**config.mk**
```make
export PLATFORM = sky130hd
export DESIGN_NAME = maxpool_2x2_stream
export DESIGN_NICKNAME = d
export VERILOG_FILES = /design/src/rtl/cnn_pkg.sv /design/src/rtl/pool_row_buf.sv /design/src/rtl/maxpool_2x2_stream.sv
export SDC_FILE = /design/constraint.sdc
export NUM_CORES = 1
export LEC_CHECK = 0
export ABC_AREA = 1
export CORE_MARGIN = 1
export CORE_UTILIZATION = 45
export CTS_BUF_LIST = sky130_fd_sc_hd__clkbuf_8 sky130_fd_sc_hd__clkbuf_16
export DETAILED_ROUTE_END_ITERATION = 8
export GPL_ROUTABILITY_DRIVEN = 0
export SYNTH_ARGS = -nofsm -noshare
export SYNTH_HDL_FRONTEND = slang
export SYNTH_SLANG_ARGS = --single-unit
```
**constraint.sdc**
```tcl
create_clock -name clk -period 3.25 [get_ports clk]
set_input_delay 0.65 -clock clk [delete_from_list [all_inputs] [get_ports clk]]
set_output_delay 0.65 -clock clk [all_outputs]
set_load 0.02 [all_outputs]
```
**src/rtl/cnn_pkg.sv**
```systemverilog
// Shared CNN definitions: default pixel width, unsigned pixel max helper,
// and the max-pool row-phase state type.
package cnn_pkg;

   localparam int PIX_W_DEF = 8;

   // Row phase of the 2x2 pooler: top row, bottom row, or trailing odd row.
   typedef enum logic [1:0] {
      S_EVEN = 2'd0,
      S_ODD  = 2'd1,
      S_DROP = 2'd2
   } pool_state_t;

   function automatic logic [PIX_W_DEF-1:0] max_u(input logic [PIX_W_DEF-1:0] a,
                                                  input logic [PIX_W_DEF-1:0] b);
      return (a > b) ? a : b;
   endfunction

endpackage

```
**src/rtl/pool_row_buf.sv**
```systemverilog
// Row buffer for the 2x2 pooler: holds one horizontal pair-max per window
// column between the top and bottom rows of a window pair.
// Synchronous write, combinational read (maps to distributed RAM).
// Ports:
//   clk      - system clock
//   wr_en    - write strobe
//   wr_addr  - write entry
//   wr_data  - write data
//   rd_addr  - read entry
//   rd_data  - read data (combinational)
module pool_row_buf #(
   parameter int DEPTH = 13,
   parameter int PIX_W = 8,
   parameter int AW    = 4
) (
   input  logic             clk,
   input  logic             wr_en,
   input  logic [AW-1:0]    wr_addr,
   input  logic [PIX_W-1:0] wr_data,
   input  logic [AW-1:0]    rd_addr,
   output logic [PIX_W-1:0] rd_data
);

   // Not reset: each entry is written in an even row before the odd row reads it.
   logic [PIX_W-1:0] mem [DEPTH];

   always_ff @(posedge clk) begin
      if (wr_en) mem[wr_addr] <= wr_data;
   end

   assign rd_data = mem[rd_addr];

endmodule

```
**src/rtl/maxpool_2x2_stream.sv**
```systemverilog
// Streaming 2x2 stride-2 max-pool over a raster-ordered feature map.
// Accepts every valid pixel (no backpressure); invalid cycles freeze state.
// Odd trailing column/row are counted and discarded.
// Ports:
//   clk            - system clock
//   rst_n          - synchronous active-low reset
//   pixel_in       - input pixel, unsigned
//   pixel_in_valid - pixel_in valid this cycle
//   pool_out       - pooled pixel, held while pool_valid is low
//   pool_valid     - one-cycle pulse, pool_out valid
//   frame_done     - one-cycle pulse after the frame's last pixel is accepted
module maxpool_2x2_stream
   import cnn_pkg::*;
#(
   parameter int IMG_W = 26,
   parameter int IMG_H = 26,
   parameter int PIX_W = PIX_W_DEF
) (
   input  logic             clk,
   input  logic             rst_n,
   input  logic [PIX_W-1:0] pixel_in,
   input  logic             pixel_in_valid,
   output logic [PIX_W-1:0] pool_out,
   output logic             pool_valid,
   output logic             frame_done
);

   localparam int  BUF_D = IMG_W / 2;
   localparam int  AW    = (BUF_D > 1) ? $clog2(BUF_D) : 1;
   localparam int  CW    = $clog2(IMG_W);
   localparam int  RW    = $clog2(IMG_H);
   localparam bit  H_ODD = (IMG_H % 2) == 1;

   pool_state_t      state, state_nxt;
   logic [CW-1:0]    col;
   logic [RW-1:0]    row;
   logic [PIX_W-1:0] hold_reg;
   logic [PIX_W-1:0] buf_rd;
   logic             col_last, row_last, buf_wr;
   logic [AW-1:0]    buf_addr;

   assign col_last = (col == CW'(IMG_W - 1));
   assign row_last = (row == RW'(IMG_H - 1));
   assign buf_addr = AW'(col >> 1);
   // Odd columns close a horizontal pair; an odd-width trailing column is
   // even-indexed, so it never writes or emits.
   assign buf_wr   = pixel_in_valid && (state == S_EVEN) && col[0];

   pool_row_buf #(.DEPTH(BUF_D), .PIX_W(PIX_W), .AW(AW)) u_row_buf (
      .clk     (clk),
      .wr_en   (buf_wr),
      .wr_addr (buf_addr),
      .wr_data (max_u(hold_reg, pixel_in)),
      .rd_addr (buf_addr),
      .rd_data (buf_rd)
   );

   always_comb begin
      state_nxt = state;
      if (pixel_in_valid && col_last) begin
         case (state)
            S_EVEN:  state_nxt = row_last ? S_EVEN : S_ODD;
            // Next row is the unpaired last row of an odd-height frame.
            S_ODD:   state_nxt = (H_ODD && !row_last && row == RW'(IMG_H - 2)) ? S_DROP : S_EVEN;
            default: state_nxt = S_EVEN;
         endcase
      end
   end

   always_ff @(posedge clk) begin
      if (!rst_n) begin
         state      <= S_EVEN;
         col        <= '0;
         row        <= '0;
         pool_out   <= '0;
         pool_valid <= 1'b0;
         frame_done <= 1'b0;
      end else begin
         state      <= state_nxt;
         pool_valid <= 1'b0;
         frame_done <= 1'b0;
         if (pixel_in_valid) begin
            if (col_last) begin
               col <= '0;
               row <= row_last ? '0 : row + 1'b1;
            end else begin
               col <= col + 1'b1;
            end
            if (state == S_ODD && col[0]) begin
               pool_out   <= max_u(buf_rd, max_u(hold_reg, pixel_in));
               pool_valid <= 1'b1;
            end
            if (col_last && row_last) frame_done <= 1'b1;
         end
      end
   end

   // Left pixel of the current horizontal pair; don't-care outside a pair.
   always_ff @(posedge clk) begin
      if (pixel_in_valid && !col[0]) hold_reg <= pixel_in;
   end

endmodule

```
==> impl_metrics.csv <==
group,metric,value,unit
run_status,status,"completed",
detailed_routing,vias,4490,
timing,max_slew_margin,0.545,
timing,fin_ws,0.176,ns
clock_tree,cts.clk_slew.worst_paths,0.06,ns
finish,largest_reg_flops,104,
synth,avgSynthCellArea,9.88,um2
global_route,grt_pass1_wl,23200,um
power,leakagePower,3.19,nW
detailed_routing,drt_iter0_drc,357,
clock_tree,cts-htree-levels,4,
critical_path,critical-path-slowest-cell,"clkdlybuf4s50_1",
global_route,grt_max_degree,43,
timing,timing.final.crit_share,0.946,
synth,ys_types,32,
synth,yosysSeqAreaShare,0.623,
place,place_ws,-0.357,ns
critical_path,arrival,3.37,ns
finish,final_common_cell,"nand2_1",
place,port_buffers,20,
finish,syn_to_final_growth,28.5,%
place,dpl_cell_area,6860,um2
power,peakVddDrop,0.000346,V
critical_path,path_delay_family,"simple AND/OR/NAND/NOR gates",
critical_path,end_kind,"flop",
finish,design_area,7970,um2
critical_path,start_kind,"input port",
critical_path,cpMostUsedCell,"nand2_1",
critical_path,reg2reg_to,"pool_out[2]$_SDFFE_PN0P_",
detailed_routing,first_pass_iters,5,
detailed_routing,wire_per_inst,16.1,um
timing,tightestPinTransition,0.680,ns
synth,mappedNetlistNets,659,
synth,ys_warn_count,0,
place,place_hpwl,9340,um
critical_path,crit_type,"input port to flop",
die,io_pins,21,
finish,final_cell_mix,"nand2_1 (159), edfxtp_1 (112), nor2_1 (60)",
timing,report.final.slew_viol_count,0,
critical_path,worstPathRequired,3.54,ns
worst_hold_path,hp-start,"pool_out[5]$_SDFFE_PN0P_",
power,finalPower,4.84,mW
global_route,antenna_found_initial,0,
clock_tree,cts_inserted_buffers,17,
worst_hold_path,hold_path_end,"pool_out[5]$_SDFFE_PN0P_",
die,rows,42,
clock_tree,cts_tree,"done",
critical_path,path_buf_inv,5,
synth,synth_cells,628,
critical_path,critical_path.startpoint,"pixel_in[0]",
detailed_routing,vias_per_cell,5.05,
critical_path,crit_path_max_fanout,8,
global_route,grt_overflow_total,0,
timing,hold-worst-slack,0.466,ns
power,p_per_area,607,nW/um2
clock_tree,clock_latency,0.42,ns
die,fp.dieArea,14300,um2
critical_path,timing.rr.start,"hold_reg[3]$_DFFE_PP_",
finish,antenna_cells,0,
critical_path,slowest_delay,0.44,ns
detailed_routing,antenna_left,0,
critical_path,r2r_slack,0.31,ns
timing,period_needed,3.07,ns
clock_tree,cts_buffer_depth,2,
timing,fmax,0.325,GHz
synth,synth-seq-cells,137,
die,core-area,13300,um2
die,die_h,119,um
synth,syn_area,6200,um2
critical_path,path_cells,"clkdlybuf4s50_1 > ha_1 > inv_1 > nand2_1 > nand2_1 > nand2_1 > nand2_1 > nand2_2 > nand2_4 > buf_6 > nand3_4 > nand2_2 > inv_1 > ha_1 > nand2_2 > a21oi_1 > nor2_2 > nand2_1 > o21ai_1 > buf_4 > nand3_1 > nand3_1 > a21oi_2",
timing,fin_worst_skew,0.0106,ns
die,fp.dieW,119,um
worst_hold_path,hold_path_depth,2,
clock_tree,clock_sinks,137,
critical_path,ff2ff_path_depth,21,
finish,drive_gt1_frac,0.217,
die,start_util,0.465,
flow_run,cap_violations,0,
worst_hold_path,hp-class,"flop to flop",
clock_tree,cts_hold_buf,0,
timing,hold_viol,0,
global_route,globalRouteTotalUtil,0.219,
finish,fin_nets,731,
detailed_routing,wl,14400,um
detailed_routing,drc_errors,0,
global_route,grt_pass1_vias,4507,
finish,finish.utilization,0.597,
clock_tree,cts_root_buffer,"clkbuf_16",
timing,setup_viol_count_final,0,
-- synth_stat cells, drive strengths merged --
| cell type | number | area (um2) |
|---|---|---|
| edfxtp | 112 | 3360 |
| nor3 | 12 | 60.1 |
| o21ai | 24 | 124 |
| a21o | 2 | 15.0 |
| clkbuf | 3 | 12.5 |
| a21oi | 24 | 120 |
| nor2 | 67 | 259 |
| nand2 | 182 | 686 |
| o22ai | 1 | 6.26 |
| ha | 20 | 250 |
| buf | 16 | 140 |
| xor2 | 1 | 8.76 |
| clkinv | 2 | 7.51 |
| nor4 | 1 | 6.26 |
| nand3 | 61 | 305 |
| dfxtp | 25 | 500 |
| nand4 | 3 | 25.0 |
| inv | 61 | 234 |
| or2 | 2 | 12.5 |
| nor3b | 3 | 22.5 |
| o211ai | 5 | 37.5 |
| a211oi | 1 | 7.51 |
-- per-stage QoR --
step	setup TNS, ns	instances
CTS	0	887
global route	-0.245	889
global placement	-1.86	855
floorplan	0	628
detailed placement	-2.63	855
finish	0	889
-- cell type report --
cell class,instances,area [um2]
clock buffers,17,425
repair buffers,72,628
well taps,176,220
multi-input cells,409,2310
inverters,63,241
flip-flops and latches,137,3860
fillers,1106,5380
clock inverters,15,278
-- timing repair --
item / 4_1_cts / 5_1_grt
setup endpoints to repair: 0 / 8
gates resized for setup: 0 / 83
setup buffers: 0 / 3
-- per-layer routing --
metal,GRT usage,vias up,wire length [um]
met4,0.0727,0,139
met3,0.0455,14,525
met1,0.274,2138,6230
met2,0.377,83,7460
met5,0,-,0
li1,-,2255,-
-- power by group --
group	internal (mW)	total (mW)	switching (mW)
Sequential	1.95	1.97	0.0183
Combinational	0.221	0.570	0.349
Clock	1.58	2.29	0.711
-- kinds of logic after synthesis --
kind of cell | share of synthesized area
buf+inv | 0.0635
fa+ha+maj | 0.0403
xor+xnor | 0.00141
compound gates | 0.0500
simple gates | 0.222
flops | 0.623
-- how the worst max path moves through the flow --
stage                                           to  depth (start not counted)
after global placement    pool_out[1]$_SDFFE_PN0P_                         21
final                     pool_out[2]$_SDFFE_PN0P_                         23
after CTS                 pool_out[1]$_SDFFE_PN0P_                         21
after detailed placement  pool_out[1]$_SDFFE_PN0P_                         21
after global routing      pool_out[2]$_SDFFE_PN0P_                         23
after floorplan           pool_out[1]$_SDFFE_PN0P_                         17
-- tightest hold or removal path: cells and delay by family, from the launching register on --
| family | cells | cell delay (ns) |
|---|---|---|
| and+or+nand+nor | 1 | 0.06 |
| AOI/OAI and AO/OA | 1 | 0.06 |
| DFF | 1 | 0.31 |
(Power assumes the default switching activity.)
